File: config.mk
export PLATFORM = sky130hd
export DESIGN_NAME = ps2_tx
export DESIGN_NICKNAME = d
export VERILOG_FILES = /design/src/rtl/ps2_tx.sv
export SDC_FILE = /design/constraint.sdc
export NUM_CORES = 1
export LEC_CHECK = 0
export BUFFER_PORTS_ARGS = -buffer_cell sky130_fd_sc_hd__buf_4
export CORE_UTILIZATION = 45
export CTS_BUF_LIST = sky130_fd_sc_hd__clkbuf_16
export DETAILED_ROUTE_END_ITERATION = 6
export GPL_TIMING_DRIVEN = 0
export PLACE_DENSITY = 0.59
export SYNTH_ARGS = -nofsm -noshare
export SYNTH_HDL_FRONTEND = slang
export SYNTH_SLANG_ARGS = --single-unit
export TNS_END_PERCENT = 20
File: constraint.sdc
create_clock -name clk_in -period 5.6 [get_ports clk_in]
set_input_delay 0.84 -clock clk_in [delete_from_list [all_inputs] [get_ports clk_in]]
set_output_delay 0.84 -clock clk_in [all_outputs]
set_load 0.005 [all_outputs]
File: src/rtl/ps2_tx.sv
// Host-to-device PS/2 transmitter: inhibit, request-to-send, then shifts one
// byte plus odd parity and stop on device clock falls and collects the device ack.
//
// state        | meaning
// IDLE         | lines released, ready for a byte
// INHIBIT      | clock pulled low for INHIBIT_CYCLES
// REQUEST      | clock and data low (start bit) for SETUP_CYCLES
// SEND         | clock released; data/parity/stop driven on device clock falls
// ACK          | sample device ack on the next clock fall
// WAIT_RELEASE | wait for device to release both lines
module ps2_tx #(
   parameter int INHIBIT_CYCLES = 10000,
   parameter int SETUP_CYCLES   = 100,
   parameter int TIMEOUT_CYCLES = 2000000
) (
   input  logic       clk_in,
   input  logic       rst_in,
   input  logic [7:0] data_in,
   input  logic       valid_in,
   output logic       ready_out,
   output logic       busy_out,
   output logic       done_out,
   output logic       error_out,
   input  logic       ps2_clk_in,
   input  logic       ps2_data_in,
   output logic       ps2_clk_oe_out,
   output logic       ps2_data_oe_out
);

   localparam int CMAX = (INHIBIT_CYCLES > SETUP_CYCLES) ? INHIBIT_CYCLES : SETUP_CYCLES;
   localparam int CW   = $clog2(CMAX) + 1;
   localparam int TW   = $clog2(TIMEOUT_CYCLES) + 1;

   typedef enum logic [2:0] {
      IDLE, INHIBIT, REQUEST, SEND, ACK, WAIT_RELEASE
   } state_t;

   state_t        state, state_nxt;
   logic [CW-1:0] cnt;
   logic [TW-1:0] tmo_cnt;
   logic [3:0]    bit_idx;
   logic [9:0]    frame;
   logic          data_bit;
   logic          nack;
   logic [1:0]    clk_sync, data_sync;
   logic          clk_prev;
   logic          clk_s, data_s, fall;
   logic          accept, tmo_hit, done_nxt, error_nxt;

   // Synchronizers reset high so a reset never manufactures a falling edge.
   always_ff @(posedge clk_in) begin
      if (rst_in) begin
         clk_sync  <= 2'b11;
         data_sync <= 2'b11;
         clk_prev  <= 1'b1;
      end else begin
         clk_sync  <= {clk_sync[0], ps2_clk_in};
         data_sync <= {data_sync[0], ps2_data_in};
         clk_prev  <= clk_sync[1];
      end
   end

   assign clk_s  = clk_sync[1];
   assign data_s = data_sync[1];
   assign fall   = clk_prev & ~clk_s;
   assign accept = valid_in && (state == IDLE);

   always_ff @(posedge clk_in) begin
      if (rst_in) state <= IDLE;
      else        state <= state_nxt;
   end

   always_comb begin
      state_nxt       = state;
      done_nxt        = 1'b0;
      error_nxt       = 1'b0;
      ready_out       = (state == IDLE);
      busy_out        = (state != IDLE);
      ps2_clk_oe_out  = (state == INHIBIT) || (state == REQUEST);
      ps2_data_oe_out = (state == REQUEST) || ((state == SEND) && data_bit);
      tmo_hit         = ((state == SEND) || (state == ACK) || (state == WAIT_RELEASE)) &&
                        (tmo_cnt == TW'(TIMEOUT_CYCLES - 1));
      case (state)
         IDLE:         if (valid_in) state_nxt = INHIBIT;
         INHIBIT:      if (cnt == CW'(INHIBIT_CYCLES - 1)) state_nxt = REQUEST;
         REQUEST:      if (cnt == CW'(SETUP_CYCLES - 1)) state_nxt = SEND;
         SEND:         if (fall && (bit_idx == 4'd9)) state_nxt = ACK;
         ACK:          if (fall) state_nxt = WAIT_RELEASE;
         WAIT_RELEASE: if (clk_s && data_s) begin
                          state_nxt = IDLE;
                          done_nxt  = 1'b1;
                          error_nxt = nack;
                       end
         default:      state_nxt = IDLE;
      endcase
      if (tmo_hit) begin
         state_nxt = IDLE;
         done_nxt  = 1'b1;
         error_nxt = 1'b1;
      end
   end

   always_ff @(posedge clk_in) begin
      if (rst_in) begin
         cnt       <= '0;
         tmo_cnt   <= '0;
         bit_idx   <= '0;
         frame     <= '0;
         data_bit  <= 1'b0;
         nack      <= 1'b0;
         done_out  <= 1'b0;
         error_out <= 1'b0;
      end else begin
         done_out  <= done_nxt;
         error_out <= error_nxt;

         if (state_nxt != state)
            cnt <= '0;
         else if ((state == INHIBIT) || (state == REQUEST))
            cnt <= cnt + CW'(1);

         if (state == REQUEST)
            tmo_cnt <= '0;
         else if ((state == SEND) || (state == ACK) || (state == WAIT_RELEASE))
            tmo_cnt <= tmo_cnt + TW'(1);

         if (accept) begin
            frame    <= {1'b1, ~^data_in, data_in};
            bit_idx  <= '0;
            data_bit <= 1'b1;
            nack     <= 1'b0;
         end

         // The pad is pulled low for a 0, so the enable is the inverted bit.
         if ((state == SEND) && fall) begin
            data_bit <= ~frame[bit_idx];
            bit_idx  <= bit_idx + 4'd1;
         end

         if ((state == ACK) && fall)
            nack <= data_s;
      end
   end

endmodule

# ---- Yosys cells after proc, flatten, opt, wreduce, memory -nomap -nowiden
# Cells that the tools add are included.
dict set report totals {
  reg_bits 63
  out_inout_bits 6
  word_cells 69
}
dict set report classes {
  add_sub_neg 3
  order_cmp 1
  reduce_logical 18
  eq_ne 10
  bitwise 3
  muxes 22
}
# cell count
set ops {}
lappend ops {{$add A22 B1 Y22 const B} 1}
lappend ops {{$eq A22 B21 Y1 const B} 1}
lappend ops {{$mux W3} 7}
lappend ops {{$pmux W3 S6} 1}
lappend ops {{$add A15 B1 Y15 const B} 1}
lappend ops {{$eq A15 B14 Y1 const B} 1}
lappend ops {{$eq A15 B7 Y1 const B} 1}
lappend ops {{$mux W1} 11}
lappend ops {{$mux W4} 2}
lappend ops {{$reduce_xnor A8 Y1} 1}
lappend ops {{$logic_and A1 B1 Y1} 7}
lappend ops {{$eq A3 B2 Y1 const B} 2}
lappend ops {{$eq A3 B3 Y1 const B} 2}
lappend ops {{$lt A4 B5 Y1 const B} 1}
lappend ops {{$add A4 B1 Y4 const B} 1}
lappend ops {{$bmux W1 S4} 1}
lappend ops {{$eq A4 B4 Y1 const B} 1}
lappend ops {{$logic_or A1 B1 Y1} 4}
lappend ops {{$reduce_bool A2 Y1} 2}
lappend ops {{$reduce_or A2 Y1} 2}
lappend ops {{$eq A3 B1 Y1 const B} 1}
lappend ops {{$logic_not A3 Y1} 1}
lappend ops {{$ne A3 B3 Y1} 1}
lappend ops {{$reduce_bool A3 Y1} 1}
lappend ops {{2 further kinds} 3}

# ---- Logic depth before layout (Yosys ltp)
dict set report logic_depth {
  word_depth 8
  mapped_depth 9
  depth_no_buf 7
}

# ---- Worst setup path after synthesis
# OpenSTA, ideal clock, no wires.
dict set report synth_timing {
  kind {flip-flop to flip-flop}
  from {register tmo_cnt[7]}
  to {register cnt[12]}
  n_path_buf 1
  path_slack_ns 3.540
  setup_time_ns 0.119
  period_less_slack_ns 2.060
  stages_incl_launch_ff 7
  t_arrival_ns 1.941
  path_cell_list {dfxtp_1 or4_4 nor4_4 a21oi_1 a211oi_4 buf_8 nor4_2}
}
dict set report synth_via {
  elab_chain_len 5
}
# item line
set synth_lines {}
lappend synth_lines {{start: declaration} 40} ;# logic [TW-1:0] tmo_cnt;
lappend synth_lines {{start signal: assignment} 125} ;# tmo_cnt <= tmo_cnt + TW'(1);
lappend synth_lines {{$eq A22 B21 Y1} 82} ;# (tmo_cnt == TW'(TIMEOUT_CYCLES - 1));
lappend synth_lines {{$logic_and A1 B1 Y1} 81} ;# tmo_hit = ((state == SEND) || (state == ACK) || (state == WAIT_RELEASE)) &&
lappend synth_lines {{$mux W3} 96} ;# if (tmo_hit) begin
lappend synth_lines {{$ne A3 B3 Y1} 117} ;# if (state_nxt != state)
lappend synth_lines {{$reduce_or A2 Y1 (no source line)} n/a}
lappend synth_lines {{end signal: assignment} 120} ;# cnt <= cnt + CW'(1);
lappend synth_lines {{end: declaration} 39} ;# logic [CW-1:0] cnt;
# Every way passes these cells.
# A chain may end at the register's enable or synchronous reset.

# ---- Final worst setup path
dict set report layout_timing {
  from {register state[2]}
  to {output port busy_out}
}
dict set report layout_via {
  elab_chain_len 1
}
# item line
set layout_lines {}
lappend layout_lines {{start: declaration} 38} ;# state_t state, state_nxt;
lappend layout_lines {{start signal: assignment} 70} ;# else state <= state_nxt;
lappend layout_lines {{$reduce_bool A3 Y1} 78} ;# busy_out = (state != IDLE);
lappend layout_lines {{end: declaration} 21} ;# output logic busy_out,
# Every way passes these cells.

==> flow_summary_export.csv <==
group,metric,value,unit
clock_network,cts_buffer_depth,2,
route,routed_via_density,5.33,
run_status,status,"finished clean",
cells_and_area,syn2layout_area_growth,15.2,%
floorplanning,die_w,88.8,um
cells_and_area,n_antenna_cell,0,
timing,slew-limit-headroom,0.423,
timing,timing.fmax,367,MHz
timing,setup_viol,0,
clock_network,clk_pin_slew,0.05,ns
synth,syn-instance-count,384,
clock_network,postCtsSetupRepairBufs,0,
synth,synth_cell_types,63,
pwr,power.density,262,nW/um^2
global_route,grt_pass1_vias,2579,
clock_network,cts_tree,"yes",
synth,synthArstFlopShare,0,
setup_path,ff2ff_setup_slack,3.30,ns
min_path,min_from,"clk_sync[0]$_SDFF_PP1_",
synth,synth_edf_count,0,
synth,ys.warnings.count,0,
pwr,leakagePower,1.37,nW
clock_network,root_buffer,"clkbuf_16",
setup_path,cp.arrival,1.89,ns
route,dr.first_iter.drc_count,58,
clock_network,ctsResizeCount,0,
min_path,holdPathStages,1,
cells_and_area,nets,431,
timing,tightest_slew,0.859,ns
setup_path,critPathKind,"reg2out",
placement,numPortBuffers,18,
clock_network,cts_hold_buf,0,
floorplanning,start_util,0.468,
timing,hold_violations,0,
timing,finalSetupTns,0,ns
global_route,grt_pass1_wl,12200,um
synth,synth_area,3390,um^2
floorplanning,pin_count,19,
synth,ys_seq_elements,63,
floorplanning,num_rows,31,
synth,ys.flop_type,"dfxtp_1",
route,drc,0,
setup_path,reg2reg_depth,6,
timing,fin_skew,0.00851,ns
global_route,track_usage,0.205,
pwr,vdd_ir_drop_max,234,uV
cells_and_area,final_layout_size_suffix_gt1_frac,0.182,
job,cap_viol_max_count,0,
placement,dp_hpwl,5220,um
global_route,grt_max_degree,11,
route,final_antenna_net_count,0,
floorplanning,die-area,7890,um^2
route,vias,2751,
route,drt-wirelength-per-cell,14.3,um
pwr,power,1.03,mW
clock_network,clk_latency,0.33,ns
clock_network,cts_buffers,9,
setup_path,path_max_fanout,10,
min_path,holdPathEnd,"clk_sync[1]$_SDFF_PP1_",
setup_path,r2r-end,"cnt[13]$_SDFFE_PP0P_",
min_path,hold_class,"reg2reg",
floorplanning,core,7250,um^2
timing,rsz0062_at_grt,"false",
setup_path,crit_path_max_incr_delay,0.72,ns
synth,synth.avg_cell_area,8.84,um^2
timing,slew_viol_final,0,
timing,finalCritPeriodShare,0.487,
setup_path,crit_chain,"buf_6 -> clkbuf_8 -> nor3_1 -> inv_1 -> buf_4",
global_route,grt_overflow,0,
route,routed_wl,7370,um
synth,synthesis.nets,402,
timing,fin_crit,2.73,ns
clock_network,clock_sinks,63,
setup_path,reg2reg_from,"tmo_cnt[7]$_SDFFE_PP0P_",
route,first_pass_iters,4,
synth,ys_seq_area_frac,0.372,
global_route,antenna_found_initial,0,
setup_path,crit_path_start_kind,"flip-flop",
clock_network,htreeDepth,3,
setup_path,cp_slowest_cell,"nor3_1",
floorplanning,die_h,88.8,um
setup_path,crit_path_end_kind,"primary output",
placement,gp_congestion,0.774,
setup_path,required,4.76,ns
## flip-flops by register name, indices dropped and copies added (netlist names)
signal     count
state          3
cnt           15
clk_prev       1
frame         10
clk_sync       2
tmo_cnt       22
done_out       1
data_bit       1
nack           1
error_out      1
data_sync      2
bit_idx        4
## cell type report
cell class | instances | area, um^2
clock inverters | 6 | 31.3
well taps | 99 | 124
fillers | 701 | 3340
repair buffers | 18 | 135
clock buffers | 9 | 225
flip-flops and latches | 63 | 1260
plain buffers | 19 | 163
inverters | 14 | 52.6
multi-input cells | 288 | 1920
## logic make-up (layout without fill, tap and decap cells)
| kind of cell | Yosys count | after routing | share of synthesized area |
|---|---|---|---|
| multiplexers | 6 | 6 | 0.0258 |
| AO/OA/AOI/OAI | 59 | 59 | 0.118 |
| buffers and inverters | 33 | 66 | 0.0634 |
| AND/OR/NAND/NOR | 184 | 184 | 0.315 |
| XOR/XNOR | 34 | 34 | 0.0878 |
| flip-flops | 63 | 63 | 0.372 |
| adder cells (fa/ha/maj) | 5 | 5 | 0.0184 |
## power by group
part	internal [mW]	switching [mW]
Combinational	0.0348	0.0470
Clock	0.290	0.190
Sequential	0.458	0.00536
## Yosys cell counts (3+ instances only)
| cell type | instances | area, um^2 |
|---|---|---|
| dfxtp_1 | 63 | 1260 |
| nor4_1 | 12 | 75.1 |
| buf_6 | 3 | 33.8 |
| xnor2_1 | 24 | 210 |
| o21ai_0 | 11 | 55.1 |
| nand4b_1 | 3 | 26.3 |
| clkbuf_1 | 8 | 30.0 |
| xor2_1 | 10 | 87.6 |
| nor3_1 | 16 | 80.1 |
| nor4_2 | 10 | 125 |
| a21oi_1 | 24 | 120 |
| clkbuf_8 | 4 | 55.1 |
| o21a_1 | 3 | 22.5 |
| nand2_1 | 46 | 173 |
| a22oi_1 | 3 | 22.5 |
| or4_1 | 3 | 22.5 |
| and2_1 | 3 | 18.8 |
| ha_1 | 5 | 62.6 |
| inv_1 | 14 | 52.6 |
| or2_2 | 5 | 31.3 |
| nor2_1 | 40 | 150 |
| nand4_1 | 8 | 50.1 |
| nor2b_1 | 3 | 18.8 |
| nand3_1 | 10 | 50.1 |
## placed cells by master, fill, tap and decap left out, drive strengths merged, types with 5 or more instances in the layout
master / count
dfxtp: 63
nand2: 46
nor2: 40
xnor2: 24
a21oi: 24
buf: 24
nor4: 24
clkbuf: 21
inv: 16
nor3: 16
o21ai: 11
nand3: 10
xor2: 10
nand4: 9
or2: 5
ha: 5
or4: 5
## critical path: cells and delay by family (launching register included)
kind / cells / cell delay [ns]
simple gates: 1 / 0.72
buf+inv: 4 / 0.55
flops: 1 / 0.30
## routing by layer
metal  wire length [um]  GRT usage
met1               3690      0.281
met2               3390      0.306
met3                209     0.0541
met4                 83     0.0806
met5                  0          0
## stage by stage
stage	setup slack, ns	hold WS (ns)	utilization	instances	cell area [um^2]
after floorplan	3.54	0.389	-	384	3390
after detailed placement	3.21	0.397	0.504	501	3650
after CTS	2.84	0.409	0.539	516	3910
after global placement	3.14	0.392	0.504	501	3650
after global routing	2.76	0.420	0.539	516	3910
final	2.87	0.408	0.539	516	3910
## worst max-delay path by stage
stage | start | to | slack, ns
3_3_place_gp | state[2]$_SDFF_PP0_ | busy_out | 3.14
4_1_cts | state[2]$_SDFF_PP0_ | busy_out | 2.84
5_1_grt | state[2]$_SDFF_PP0_ | busy_out | 2.76
6_report | state[2]$_SDFF_PP0_ | busy_out | 2.87
2_1_floorplan | tmo_cnt[7]$_SDFFE_PP0P_ | cnt[12]$_SDFFE_PP0P_ | 3.54
3_5_place_dp | state[1]$_SDFF_PP0_ | ps2_clk_oe_out | 3.21
Power figures use the tool's default switching activity.
